### src/rtl/ftoi_pkg.sv
// Shared FPU constants, the S1 stage record, and the S1 decode helper
// for the float-to-int pipeline.
package ftoi_pkg;

  localparam int unsigned XW = 32;
  localparam int unsigned EW = 8;
  localparam int unsigned MW = 24;

  localparam logic [EW-1:0] EXP_BIAS    = 8'd127;
  localparam logic [EW-1:0] EXP_LO      = EXP_BIAS - 8'd1;
  localparam logic [EW-1:0] EXP_HI      = EXP_BIAS + 8'd31;
  localparam logic [EW-1:0] EXP_SPECIAL = 8'hFF;

  localparam logic [XW-1:0] SAT_POS = 32'h7FFF_FFFF;
  localparam logic [XW-1:0] SAT_NEG = 32'h8000_0000;

  typedef struct packed {
    logic          sign;
    logic [EW-1:0] exp;
    logic [MW-1:0] man;
    logic          zero_small;
    logic          sat;
  } s1_t;

  // Split the operand and classify it by exponent range.
  function automatic s1_t decode(input logic [XW-1:0] x);
    s1_t d;
    d.sign       = x[31];
    d.exp        = x[30:23];
    d.man        = {(x[30:23] != 8'd0), x[22:0]};
    d.zero_small = (x[30:23] < EXP_LO);
    d.sat        = (x[30:23] >= EXP_HI);
    return d;
  endfunction

endpackage

### src/rtl/ftoi_core.sv
// Combinational S2 logic: align, round half away from zero, apply sign,
// and saturate out-of-range, Inf and NaN operands.
module ftoi_core
  import ftoi_pkg::*;
(
  input  s1_t           i_s1,
  output logic [XW-1:0] o_res_c,
  output logic          o_ovf_c
);

  logic [5:0]    w_sh;
  logic [XW:0]   w_t;
  logic [XW-1:0] w_mag;
  logic          w_exact_min;

  // Shift is 1..32 for every in-range exponent; other values are don't-care.
  assign w_sh  = 6'(EXP_HI - i_s1.exp);
  assign w_t   = {i_s1.man, 9'b0} >> w_sh;
  assign w_mag = w_t[XW:1] + XW'(w_t[0]);

  // -2^31 is representable, so it is the one exp=158 value that is not an overflow.
  assign w_exact_min = i_s1.sign && (i_s1.exp == EXP_HI) && (i_s1.man == 24'h80_0000);

  always_comb begin
    o_res_c = '0;
    o_ovf_c = 1'b0;
    if (i_s1.sat) begin
      if (i_s1.exp == EXP_SPECIAL) begin
        o_res_c = SAT_POS;
        o_ovf_c = 1'b1;
      end else if (w_exact_min) begin
        o_res_c = SAT_NEG;
      end else begin
        o_res_c = i_s1.sign ? SAT_NEG : SAT_POS;
        o_ovf_c = 1'b1;
      end
    end else if (!i_s1.zero_small) begin
      o_res_c = i_s1.sign ? (~w_mag + 32'd1) : w_mag;
    end
  end

endmodule

### src/rtl/ftoi_pipe.sv
// Two-stage float32 to int32 converter with valid/ready handshaking on
// both sides; S1 decodes, S2 holds the converted result on the outputs.
module ftoi_pipe
  import ftoi_pkg::*;
(
  input  logic          clk,
  input  logic          rstn,
  input  logic          in_valid,
  output logic          in_ready,
  input  logic [XW-1:0] in_x,
  output logic          out_valid,
  input  logic          out_ready,
  output logic [XW-1:0] out_res,
  output logic          out_ovf
);

  logic          r_s1_valid;
  s1_t           r_s1;
  logic          r_out_valid;
  logic [XW-1:0] r_out_res;
  logic          r_out_ovf;

  logic          w_s2_adv;
  logic          w_s1_adv;
  logic [XW-1:0] w_res;
  logic          w_ovf;

  assign w_s2_adv = !r_out_valid || out_ready;
  assign w_s1_adv = !r_s1_valid || w_s2_adv;
  assign in_ready = w_s1_adv;

  ftoi_core u_core (
    .i_s1    (r_s1),
    .o_res_c (w_res),
    .o_ovf_c (w_ovf)
  );

  // Stage valid bits and output registers.
  always_ff @(posedge clk or negedge rstn) begin
    if (!rstn) begin
      r_s1_valid  <= 1'b0;
      r_out_valid <= 1'b0;
      r_out_res   <= '0;
      r_out_ovf   <= 1'b0;
    end else begin
      if (w_s1_adv) begin
        r_s1_valid <= in_valid;
      end
      if (w_s2_adv) begin
        r_out_valid <= r_s1_valid;
        if (r_s1_valid) begin
          r_out_res <= w_res;
          r_out_ovf <= w_ovf;
        end
      end
    end
  end

  // S1 payload is qualified by r_s1_valid, so it carries no reset.
  always_ff @(posedge clk) begin
    if (w_s1_adv && in_valid) begin
      r_s1 <= decode(in_x);
    end
  end

  assign out_valid = r_out_valid;
  assign out_res   = r_out_res;
  assign out_ovf   = r_out_ovf;

endmodule

### config.mk
export PLATFORM = sky130hd
export DESIGN_NAME = ftoi_pipe
export DESIGN_NICKNAME = d
export VERILOG_FILES = /design/src/rtl/ftoi_pkg.sv /design/src/rtl/ftoi_core.sv /design/src/rtl/ftoi_pipe.sv
export SDC_FILE = /design/constraint.sdc
export NUM_CORES = 1
export LEC_CHECK = 0
export ABC_AREA = 1
export CAP_MARGIN = 30
export CELL_PAD_IN_SITES_DETAIL_PLACEMENT = 1
export CELL_PAD_IN_SITES_GLOBAL_PLACEMENT = 1
export CORE_MARGIN = 2
export CORE_UTILIZATION = 45
export DETAILED_ROUTE_END_ITERATION = 10
export PLACE_DENSITY_LB_ADDON = 0.1
export SYNTH_ARGS = -nofsm -noshare
export SYNTH_HDL_FRONTEND = slang
export SYNTH_SLANG_ARGS = --single-unit
### constraint.sdc
create_clock -name clk -period 8.2 [get_ports clk]
set_clock_uncertainty 0.1 [all_clocks]
set_input_delay 2.46 -clock clk [delete_from_list [all_inputs] [get_ports clk]]
set_output_delay 2.46 -clock clk [all_outputs]
set_load 0.03 [all_outputs]
## After elaboration in Yosys (flattened, before gate mapping)

Index checks and enable logic that the tools add are counted.
W data, S select, Z words.

- Output and inout bits: 35
- Bits in registers: 70
- Input bits: 36
- Word-level logic and storage cells: 37

- Shift-type cells: 1
- Mux-type cells: 9
- Add/sub/neg operators: 3
- Bitwise operators: 1
- Reduce and logical (&&, ||, !) cells: 9
- Magnitude comparators: 2
- Eq/ne operators: 3

Operator list:

| operator | number |
|---|---|
| $mux W32 | 6 |
| $shr A33 B6 Y33 | 1 |
| $add A32 B1 Y32 | 1 |
| $add A32 B1 Y32 const B | 1 |
| $not A32 Y32 | 1 |
| $eq A24 B24 Y1 const B | 1 |
| $eq A8 B8 Y1 const B | 2 |
| $ge A8 B8 Y1 const B | 1 |
| $lt A8 B7 Y1 const B | 1 |
| $reduce_bool A8 Y1 | 1 |
| $sub A5 B6 Y6 const A | 1 |
| $logic_and A1 B1 Y1 | 3 |
| $mux W1 | 3 |
| $logic_not A1 Y1 | 2 |
| $logic_or A1 B1 Y1 | 2 |
| $reduce_and A2 Y1 | 1 |

## Logic depth before layout (Yosys ltp)

Gate-level depths: netlist of the first run.

- Word-level depth: 8
- Mapped depth: 30
- Depth with buffers taken out: 28

## By module

Synthesis of the first run repeated with hierarchy kept, for this count alone.

- Cell total of the unflattened synthesis: 1120
- Area total of the unflattened synthesis: 7173.1 um^2

Modules (own cells, without submodules):

| module | cells an instance | seq. area each (um^2) | times used | area each (um^2) |
|---|---|---|---|---|
| ftoi_core | 912 | 0.0 | 1 | 4576.9 |
| ftoi_pipe | 208 | 1926.8 | 1 | 2596.2 |

## Worst setup path after synthesis of the first run

OpenSTA, ideal clock, no wires.

- Path kind: input-to-output
- Start point: input out_ready
- End point: output in_ready
- Buffers on the path: 0
- Slack: 2858 ps
- Data arrival time: 2782 ps
- Stages on the path: 2
- Data required time: 5640 ps
- Path through: inv_1 > nand3_1

- Word-level cells in the longest chain between the ends: 2

Ends and longest elaborated chain:

| what | line | text |
|---|---|---|
| start: declaration | ftoi_pipe.sv:12 | `input logic out_ready,` |
| $logic_or A1 B1 Y1 | ftoi_pipe.sv:28 | `assign w_s2_adv = !r_out_valid \|\| out_ready;` |
| $logic_or A1 B1 Y1 | ftoi_pipe.sv:29 | `assign w_s1_adv = !r_s1_valid \|\| w_s2_adv;` |
| end: declaration | ftoi_pipe.sv:9 | `output logic in_ready,` |

Every way passes these cells.

## Worst setup path after layout of the first run

Same ends and word-level chain as after synthesis.

==> run metrics, run 1 <==
fin crit period=~6.3 ns; hold slack=around 0.39 ns; Max clock buf depth=2; Syn Area/Cell=~6.5 µm²; final net count=around 1200; IO buf count=70; First-pass DRT Iterations=5; TritonCTS clock tree=yes; Setup Crit Path Kind=input pin to output pin; CP startpoint kind=input pin; VDD IR max=between 0.1 and 0.15 mV; first-pass GRT wire length=37100 µm; Critical Path AT=3.76 ns; Area contributors post-synth=nand2_1, nand3_1, edfxtp_1; wire length after detailed routing=22800 µm; met3 usage in global routing=3.13%; Worst Tran Pin Value=between 0.9 and 1 ns; clk_lat worst skew=approximately 0.35 ns; Vias/cell=5.66; min-delay src=out_res[31]$_DFFE_PN0P_; Cells after Synth=1070; ANT nets after route=0; number of setup violations in the final report=0; Die H=128 µm; Rel. slew slack=35.1%; Routability Congestion=just over 0.9; GRT Overall Usage=between 20 and 30%; core box area=15100 µm²; clk sinks=70; ant diodes=0; Hold Violations, Final=0; Iteration-0 DRC Markers=410; largest fanout on the critical path=3; RSZ-0062 raised after global routing=no; setup repair bufs after CTS=0; cts bufs inserted=9; critical path startpoint=out_ready; Reg clk slew, reported paths=about 0.06 ns; share of cells above drive strength 1=roughly an eighth; total congestion overflow=0; Pwr Density=209 nW/µm²; critical path capture point type=output pin; Synth cell types=between 40 and 50; vias in the first global route=7200; initial antenna violation count=0; hpwl dp=18000 µm; Hold Crit Class=flop to flop; GRT Max-Usage Layer=met2; Die X=128 µm; io pins=71; fin. max-slew vios=0; leak pwr=between 0.003 and 0.004 µW; Yosys top cell area share=between 10% and 20%; P&R area growth vs syn=14.7%; sequential share of the synthesized area=27.9%; Fmax=~160 MHz; routed vias=7411; Ys Warns=0; Synthesized Nets=1111; post-cts sizing count=0; row count=45; Mapped Area=6900 µm²; # DRC=0; synthesized flop and latch total=70; Worst EP required=~5.6 ns; Fillers=2028; average wire per standard cell=~17 µm; final setup TNS=0 ns; Die ar.=16300 µm²; max cap viols=0; largest net degree at the start of global routing=37; H-Tree Depth=3; clk root buf=clkbuf_16; total power=around 1700 µW; status=finished clean; Final period util=77.1%; Yosys top cell by area=nand2_1; hold buffers post-CTS=0; initial core utilization=45.7%; met2 usage=50.4%; GRT met1 Usage=36.2%; worst r2r src=r_s1[26]$_DFFE_PP_
layer usage:
layer  share of wire [%]  up-vias
li1                    -     3656
met1                  44     3557
met2                  49      150
met3                 3.1       48
met4                 3.3        0
met5                   0        -
cells in the mapped netlist, drive strengths merged:
master and count:
nor3 4, inv 84, nor4 7, nand4 14
nand3 251, or2 1, clkbuf 10, and2 2
nand3b 3, edfxtp 35, buf 31, ha 5
a31oi 2, nor2 134, o21bai 1, a21oi 41
a32o 1, a21boi 10, dfrtp 35, o211ai 3
o41ai 1, o21ai 31, nand2 364
flip-flops by register name, indices dropped and copies added (netlist names):
name and cells:
out_ovf 1, r_s1_valid 1, r_s1 35, out_valid 1
out_res 32
where the power goes:
group          leakage [µW]  internal (µW)  switching (µW)
Combinational       0.00274            261             518
Clock              0.000147            233             163
Sequential         0.000739            440            43.4
Total               0.00362            934             724
metrics by stage:
step                instances  utilization [%]  area [µm²]  setup slack [ns]
global route             1310             52.5        7920              1.84
CTS                      1310             52.5        7920              1.88
finish                   1310             52.5        7920              1.88
global placement         1293             50.3        7590              1.91
detailed placement       1294             50.5        7610              1.88
floorplan                1070                -        6900              2.86
cell families after synthesis:
logic type | after synthesis | share of synthesized area (%)
flip-flops | 70 | 27.9
adder cells (fa/ha/maj) | 5 | 0.906
AND/OR/NAND/NOR | 780 | 55.0
AO/OA/AOI/OAI | 90 | 7.25
buffers and inverters | 125 | 8.94
critical path, cell delays in order:
cell and delay (ns):
clkdlybuf4s50_1 0.45, inv_1 0.05, nand3_1 0.10, clkdlybuf4s50_1 0.70
final timing paths:
| kind | to | slack [ns] | cells after the start |
|---|---|---|---|
| worst max-delay path | in_ready | 1.88 | 4 |
| min in group asynchronous | out_res[4]$_DFFE_PN0P_ | 2.42 | 2 |
| max in group asynchronous | out_res[24]$_DFFE_PN0P_ | 5.25 | 2 |
| worst max register to register | out_res[27]$_DFFE_PN0P_ | 2.89 | 26 |
| worst min register to register | out_res[31]$_DFFE_PN0P_ | 0.39 | 2 |
| worst min-delay path | out_res[31]$_DFFE_PN0P_ | 0.39 | 2 |
final cells by class:
| type | count | area [µm²] | share of cell area (%) |
|---|---|---|---|
| multi-input cells | 875 | 4360 | 55.1 |
| well taps | 188 | 235 | 2.97 |
| repair buffers | 77 | 773 | 9.77 |
| flip-flops and latches | 70 | 1930 | 24.3 |
| clock buffers | 11 | 264 | 3.33 |
| clock inverters | 5 | 38.8 | 0.490 |
| inverters | 84 | 315 | 3.98 |
cell usage in the layout (no fill, tap or decap), types with 2 or more instances in the layout:
cell             netlist  routed
ha_1                   5       5
nand2_4                4       4
clkdlybuf4s50_1        0      70
o21ai_0               26      26
inv_2                 16      16
o211ai_1               3       3
a21oi_1               40      40
nor2_4                 7       7
nand2_1              314     314
a31oi_1                2       2
nand3_4                2       2
nand3_1              229     229
clkbuf_16              0      10
nor3_1                 2       2
edfxtp_1              35      35
dfrtp_1               35      35
nand2_2               46      46
a21boi_0               9       9
nor2_2                16      18
o21ai_1                5       5
buf_4                  6       6
nor2_8                 6       6
nand4_1               13      13
inv_1                 68      68
clkinv_4               0       2
nand3_2               20      20
and2_1                 2       2
nand3b_1               3       3
nor3_2                 2       2
nor4_1                 7       7
nor2_1               105     103
(Power assumes the default switching activity.)
==> inputs of run 2 (changes only) <==
--- a/config.mk
+++ b/config.mk
@@ -10,7 +10,7 @@
 export CELL_PAD_IN_SITES_DETAIL_PLACEMENT = 1
 export CELL_PAD_IN_SITES_GLOBAL_PLACEMENT = 1
 export CORE_MARGIN = 2
-export CORE_UTILIZATION = 45
+export CORE_UTILIZATION = 37
 export DETAILED_ROUTE_END_ITERATION = 10
 export PLACE_DENSITY_LB_ADDON = 0.1
 export SYNTH_ARGS = -nofsm -noshare
==> constraint.sdc (replaced) <==
create_clock -name clk -period 5.2 [get_ports clk]
set_clock_uncertainty 0.1 [all_clocks]
set_input_delay 1.56 -clock clk [delete_from_list [all_inputs] [get_ports clk]]
set_output_delay 1.56 -clock clk [all_outputs]
set_load 0.03 [all_outputs]
==> run 2 against run 1 <==
Compared with the run above: wire length increased by 5.9%; critical path depth increased by 23; non-clock buffer count increased by 6; worst setup slack got worse by 1.3 ns; worst hold slack improved by 0.026 ns; die area increased by 21%; clock power increased by 57%; sequential cell count unchanged; register-to-register slack got worse by 2.3 ns; sequential power increased by 59%; largest power group unchanged; highest routed layer unchanged.
==> run metrics, run 2 (synthesized netlist as in run 1, its figures left out) <==
P&R area growth vs syn=16.0%; Worst Tran Pin Value=0.839 ns; Hold Violations, Final=0; Fmax=218 MHz; initial core utilization=38.0%; Iteration-0 DRC Markers=487; Max clock buf depth=2; slowest CP cell=edfxtp_1; number of setup violations in the final report=0; Rel. slew slack=~44%; hold buffers post-CTS=0; routed vias=7367; sequential share of power=29.2%; ant diodes=0; fin crit period=about 4.6 ns; TritonCTS clock tree=yes; largest fanout on the critical path=23; Fillers=2399; max reg flops=35; met2 usage=41.3%; VDD IR max=0.209 mV; DP Area=7700 µm²; largest net degree at the start of global routing=37; critical path startpoint=r_s1[26]$_DFFE_PP_; cts bufs inserted=9; Final period util=88.3%; Routability Congestion=a little over 0.9; Placed Cells=1341; internal power=~1500 µW; row count=49; RSZ-0062 raised after global routing=no; GRT Overall Usage=between 20% and 30%; critical path's most frequent cell=nand2_1; commonest non-fill, non-tap cell in the layout=nand2_1; GRT met1 Usage=35.9%; worst-case reg-to-reg path depth=27; initial antenna violation count=0; fin. max-slew vios=0; First-pass DRT Iterations=5; hpwl dp=19500 µm; Reg clk slew, reported paths=0.06 ns; min-delay src=out_ovf$_DFFE_PN0P_; core box area=18100 µm²; Die ar.=about 20000 µm²; total power=2630 µW; final setup TNS=0 ns; CP startpoint kind=flop; Worst R2R End=out_res[27]$_DFFE_PN0P_; status=finished clean; Largest stage delay, worst path=0.50 ns; share of cells above drive strength 1=13.7%; commonest cells after routing, fill and taps aside=nand2_1, nand3_1, nor2_1; average wire per standard cell=between 15 and 20 µm; met3 usage in global routing=2.89%; Critical Path AT=4.72 ns; # DRC=0; combinational share of power=between 40% and 50%; Pwr Density=328 nW/µm²; H-Tree Depth=3; worst r2r src=r_s1[26]$_DFFE_PP_; total congestion overflow=0; wire length after detailed routing=~24000 µm; Worst EP required=5.33 ns; Biggest register=r_s1; hold slack=between 0.4 and 0.5 ns; leak pwr=between 0.003 and 0.004 µW; Die H=141 µm; critical path capture point type=flop; Sw Share=44.1%; post-cts sizing count=0; WHS Path Cells=2; clk root buf=clkbuf_16; vias in the first global route=7539; first-pass GRT wire length=39600 µm; clk sinks=70; Setup Crit Path Kind=flop to flop; max cap viols=0; setup repair bufs after CTS=0; post-route design area=8010 µm²; Hold Crit Class=flop to flop; clk_lat worst skew=0.35 ns; GRT Max-Usage Layer=met2; endpoint of the worst hold-timing path=out_ovf$_DFFE_PN0P_; Die X=141 µm; io pins=71; final net count=~1200; worst reg-to-reg setup slack=0.61 ns; P_sw=1160 µW; IO buf count=70; power share of the clock group=about a quarter; Finished Layout Cells=about 1400; ANT nets after route=0; Vias/cell=5.43
run 2: changes by cell type in the layout (fill, tap and decap cells not counted), sizes merged:
cell           before  now
clkdlybuf4s50      70   69
clkbuf             11   10
clkinvlp            1    0
buf                 7   14
clkinv              3    4
inv                85   86
run 2: metrics by stage:
stage	setup slack [ns]	utilization [%]
after floorplan	1.22	-
after global placement	0.685	42.3
after detailed placement	0.558	42.5
after CTS	0.553	44.1
after global routing	0.0572	44.1
final	0.609	44.1
run 2: how the worst max path moves through the flow:
stage                                   end  slack, ns  cells after the start
floorplan           out_res[27]$_DFFE_PN0P_       1.22                     27
global placement                   in_ready       0.68                      4
detailed placement  out_res[27]$_DFFE_PN0P_       0.56                     27
CTS                 out_res[27]$_DFFE_PN0P_       0.55                     27
global route        out_res[27]$_DFFE_PN0P_       0.06                     25
finish              out_res[27]$_DFFE_PN0P_       0.61                     27
run 2: power by group through the flow:
stage / registers [µW] / clock network [µW] / logic [µW]
5_1_grt: 778 / 656 / 1370
6_report: 768 / 621 / 1240
3_3_place_gp: 773 / 0 / 1210
2_1_floorplan: 929 / 0 / 670
3_5_place_dp: 776 / 0 / 1240
4_1_cts: 767 / 635 / 1240
run 2: worst max-delay path, delay by kind of cell (launching register included):
| kind | cells | cell delay, ns |
|---|---|---|
| AND/OR/NAND/NOR | 19 | 2.15 |
| AO/OA/AOI/OAI | 2 | 0.27 |
| flip-flops | 1 | 0.50 |
| buffers and inverters | 3 | 0.47 |
| adder cells (fa/ha/maj) | 3 | 1.01 |
run 2: cell type report:
cell class                 count  area, µm²  share of cell area, %
sequential                    70       1930                   24.1
timing repair buffer          83        813                   10.2
tap                          229        287                   3.58
clock inverter                 6       42.5                  0.531
multi-input combinational    875       4370                   54.6
clock buffer                  10        250                   3.13
inverter                      84        318                   3.97
run 2: metal layers:
metal	wire, µm	part of all wire (%)
met1	11800	49
met4	342	1.4
met5	0	0
met3	867	3.6
met2	11100	46
==> inputs of run 3 (changes only) <==
--- a/config.mk
+++ b/config.mk
@@ -12,7 +12,7 @@
 export CORE_MARGIN = 2
 export CORE_UTILIZATION = 37
 export DETAILED_ROUTE_END_ITERATION = 10
-export PLACE_DENSITY_LB_ADDON = 0.1
+export PLACE_DENSITY = 0.74
 export SYNTH_ARGS = -nofsm -noshare
 export SYNTH_HDL_FRONTEND = slang
 export SYNTH_SLANG_ARGS = --single-unit
==> run 3 against run 2 <==
Compared with the run above: global-route usage decreased by 0.50 points; die area unchanged; sequential share of layout area about the same; critical path depth unchanged; fmax decreased by 3.0%; wire length decreased by 2.3%; critical path type unchanged; critical endpoint unchanged.
==> run metrics, run 3 (synthesized netlist as in run 1, its figures left out) <==
status=finished clean; Worst Tran Pin Value=0.963 ns; Vias/cell=5.37; delay-heaviest family, CP=simple AND/OR/NAND/NOR gates; # DRC=0; Rel. slew slack=between 30% and 40%; Setup Crit Path Kind=flop to flop; hpwl dp=19200 µm; WHS Path Cells=2; total congestion overflow=0; Worst EP required=about 5.3 ns; initial antenna violation count=0; commonest cells after routing, fill and taps aside=nand2_1, nand3_1, nor2_1; routed vias=7286; final setup TNS=0 ns; number of setup violations in the final report=0; Pwr Density=334 nW/µm²; share of cells above drive strength 1=between 10% and 20%; WL met1=11300 µm; Buffers & Inverters on Critical Path=3; Routability Congestion=between 0.9 and 1; Fmax=approximately 210 MHz; setup repair bufs after CTS=0; Place WS=0.496 ns; P&R area growth vs syn=16.1%; worst-case reg-to-reg path depth=27; Critical Path AT=4.85 ns; Reg clk slew, reported paths=approximately 0.060 ns; initial core utilization=a little under two fifths; Max clock buf depth=2; max reg flops=35; highest metal used=met4; vias in the first global route=7453; first-pass GRT wire length=roughly 39000 µm; IO buf count=70; critical path capture point type=flop; fin crit period=about 4.7 ns; Die X=141 µm; largest fanout on the critical path=26; RSZ-0062 raised after global routing=no; post-route design area=8010 µm²; H-Tree Depth=3; final net count=1163; WL met2=11200 µm; TritonCTS clock tree=yes; wire length after detailed routing=around 24000 µm; leak pwr=0.00365 µW; GRT Overall Usage=between 20% and 30%; Largest stage delay, worst path=0.48 ns; commonest non-fill, non-tap cell in the layout=nand2_1; max cap viols=0; clk_lat worst skew=0.35 ns; Final period util=91.0%; instance count on the critical path=27; cts bufs inserted=9; VDD IR max=0.226 mV; fin. max-slew vios=0; fin worst setup slack=~0.47 ns; io pins=71; hold slack=0.405 ns; row count=49; Hold Crit Class=flop to flop; critical path's most frequent cell=nand2_1; ANT nets after route=0; Iteration-0 DRC Markers=383; clk sinks=70; DP Area=7680 µm²; Die H=141 µm; average wire per standard cell=17.4 µm; Biggest register=r_s1; core box area=18100 µm²; CP startpoint kind=flop; Hold Violations, Final=0; clk root buf=clkbuf_16; Die ar.=19800 µm²; largest net degree at the start of global routing=36; First-pass DRT Iterations=5; slowest CP cell=edfxtp_1; ant diodes=0; Fillers=about 2400; wire length on met3=514 µm
## run 3: per-stage QoR
step           utilization (%)  total power (µW)  cells
2_1_floorplan                -              1600   1070
3_3_place_gp              42.3              1990   1340
3_5_place_dp              42.3              2010   1340
4_1_cts                   44.1              2690   1356
5_1_grt                   44.1              2850   1356
6_report                  44.1              2680   1356
## run 3: layout make-up
cell class | instances | area, µm² | share of cell area (%)
multi-input combinational | 875 | 4370 | 54.5
sequential | 70 | 1930 | 24.1
timing repair buffer | 82 | 795 | 9.92
inverter | 84 | 315 | 3.94
tap | 229 | 287 | 3.58
clock buffer | 10 | 250 | 3.12
clock inverter | 6 | 71.3 | 0.890
## run 3: path summary, 6_finish.rpt
kind | slack, ns | startpoint | endpoint
setup / recovery | 0.47 | r_s1[26]$_DFFE_PP_ | out_res[27]$_DFFE_PN0P_
setup reg to reg | 0.47 | r_s1[26]$_DFFE_PP_ | out_res[27]$_DFFE_PN0P_
max in group asynchronous | 3.13 | rstn | out_res[23]$_DFFE_PN0P_
hold / removal | 0.40 | out_ovf$_DFFE_PN0P_ | out_ovf$_DFFE_PN0P_
hold reg to reg | 0.40 | out_ovf$_DFFE_PN0P_ | out_ovf$_DFFE_PN0P_
min in group asynchronous | 1.53 | rstn | out_res[3]$_DFFE_PN0P_
## run 3: power by group
group          internal (µW)  leakage, µW  total, µW  switching [µW]
Clock                    407     0.000160        673             266
Combinational            415      0.00275       1240             828
Sequential               694     0.000739        760            66.2
Total                   1520      0.00365       2680            1160
## run 3: what timing repair did
item                                    CTS  global route
hold buffers                              0             0
endpoints found under the setup margin    0             4
resized for setup                         0             2
## run 3: routing by layer
layer | up-vias | track usage [%]
li1 | 3668 | -
met4 | 0 | 8.32
met3 | 34 | 2.85
met2 | 91 | 41.7
met1 | 3493 | 33.2
met5 | - | 0
## run 3: worst register-to-register path, delay by kind of cell (launching register included)
kind	cells	cell delay, ns
fa+ha+maj	3	0.95
buf+inv	3	0.54
flops	1	0.48
compound gates	2	0.28
simple gates	19	2.27
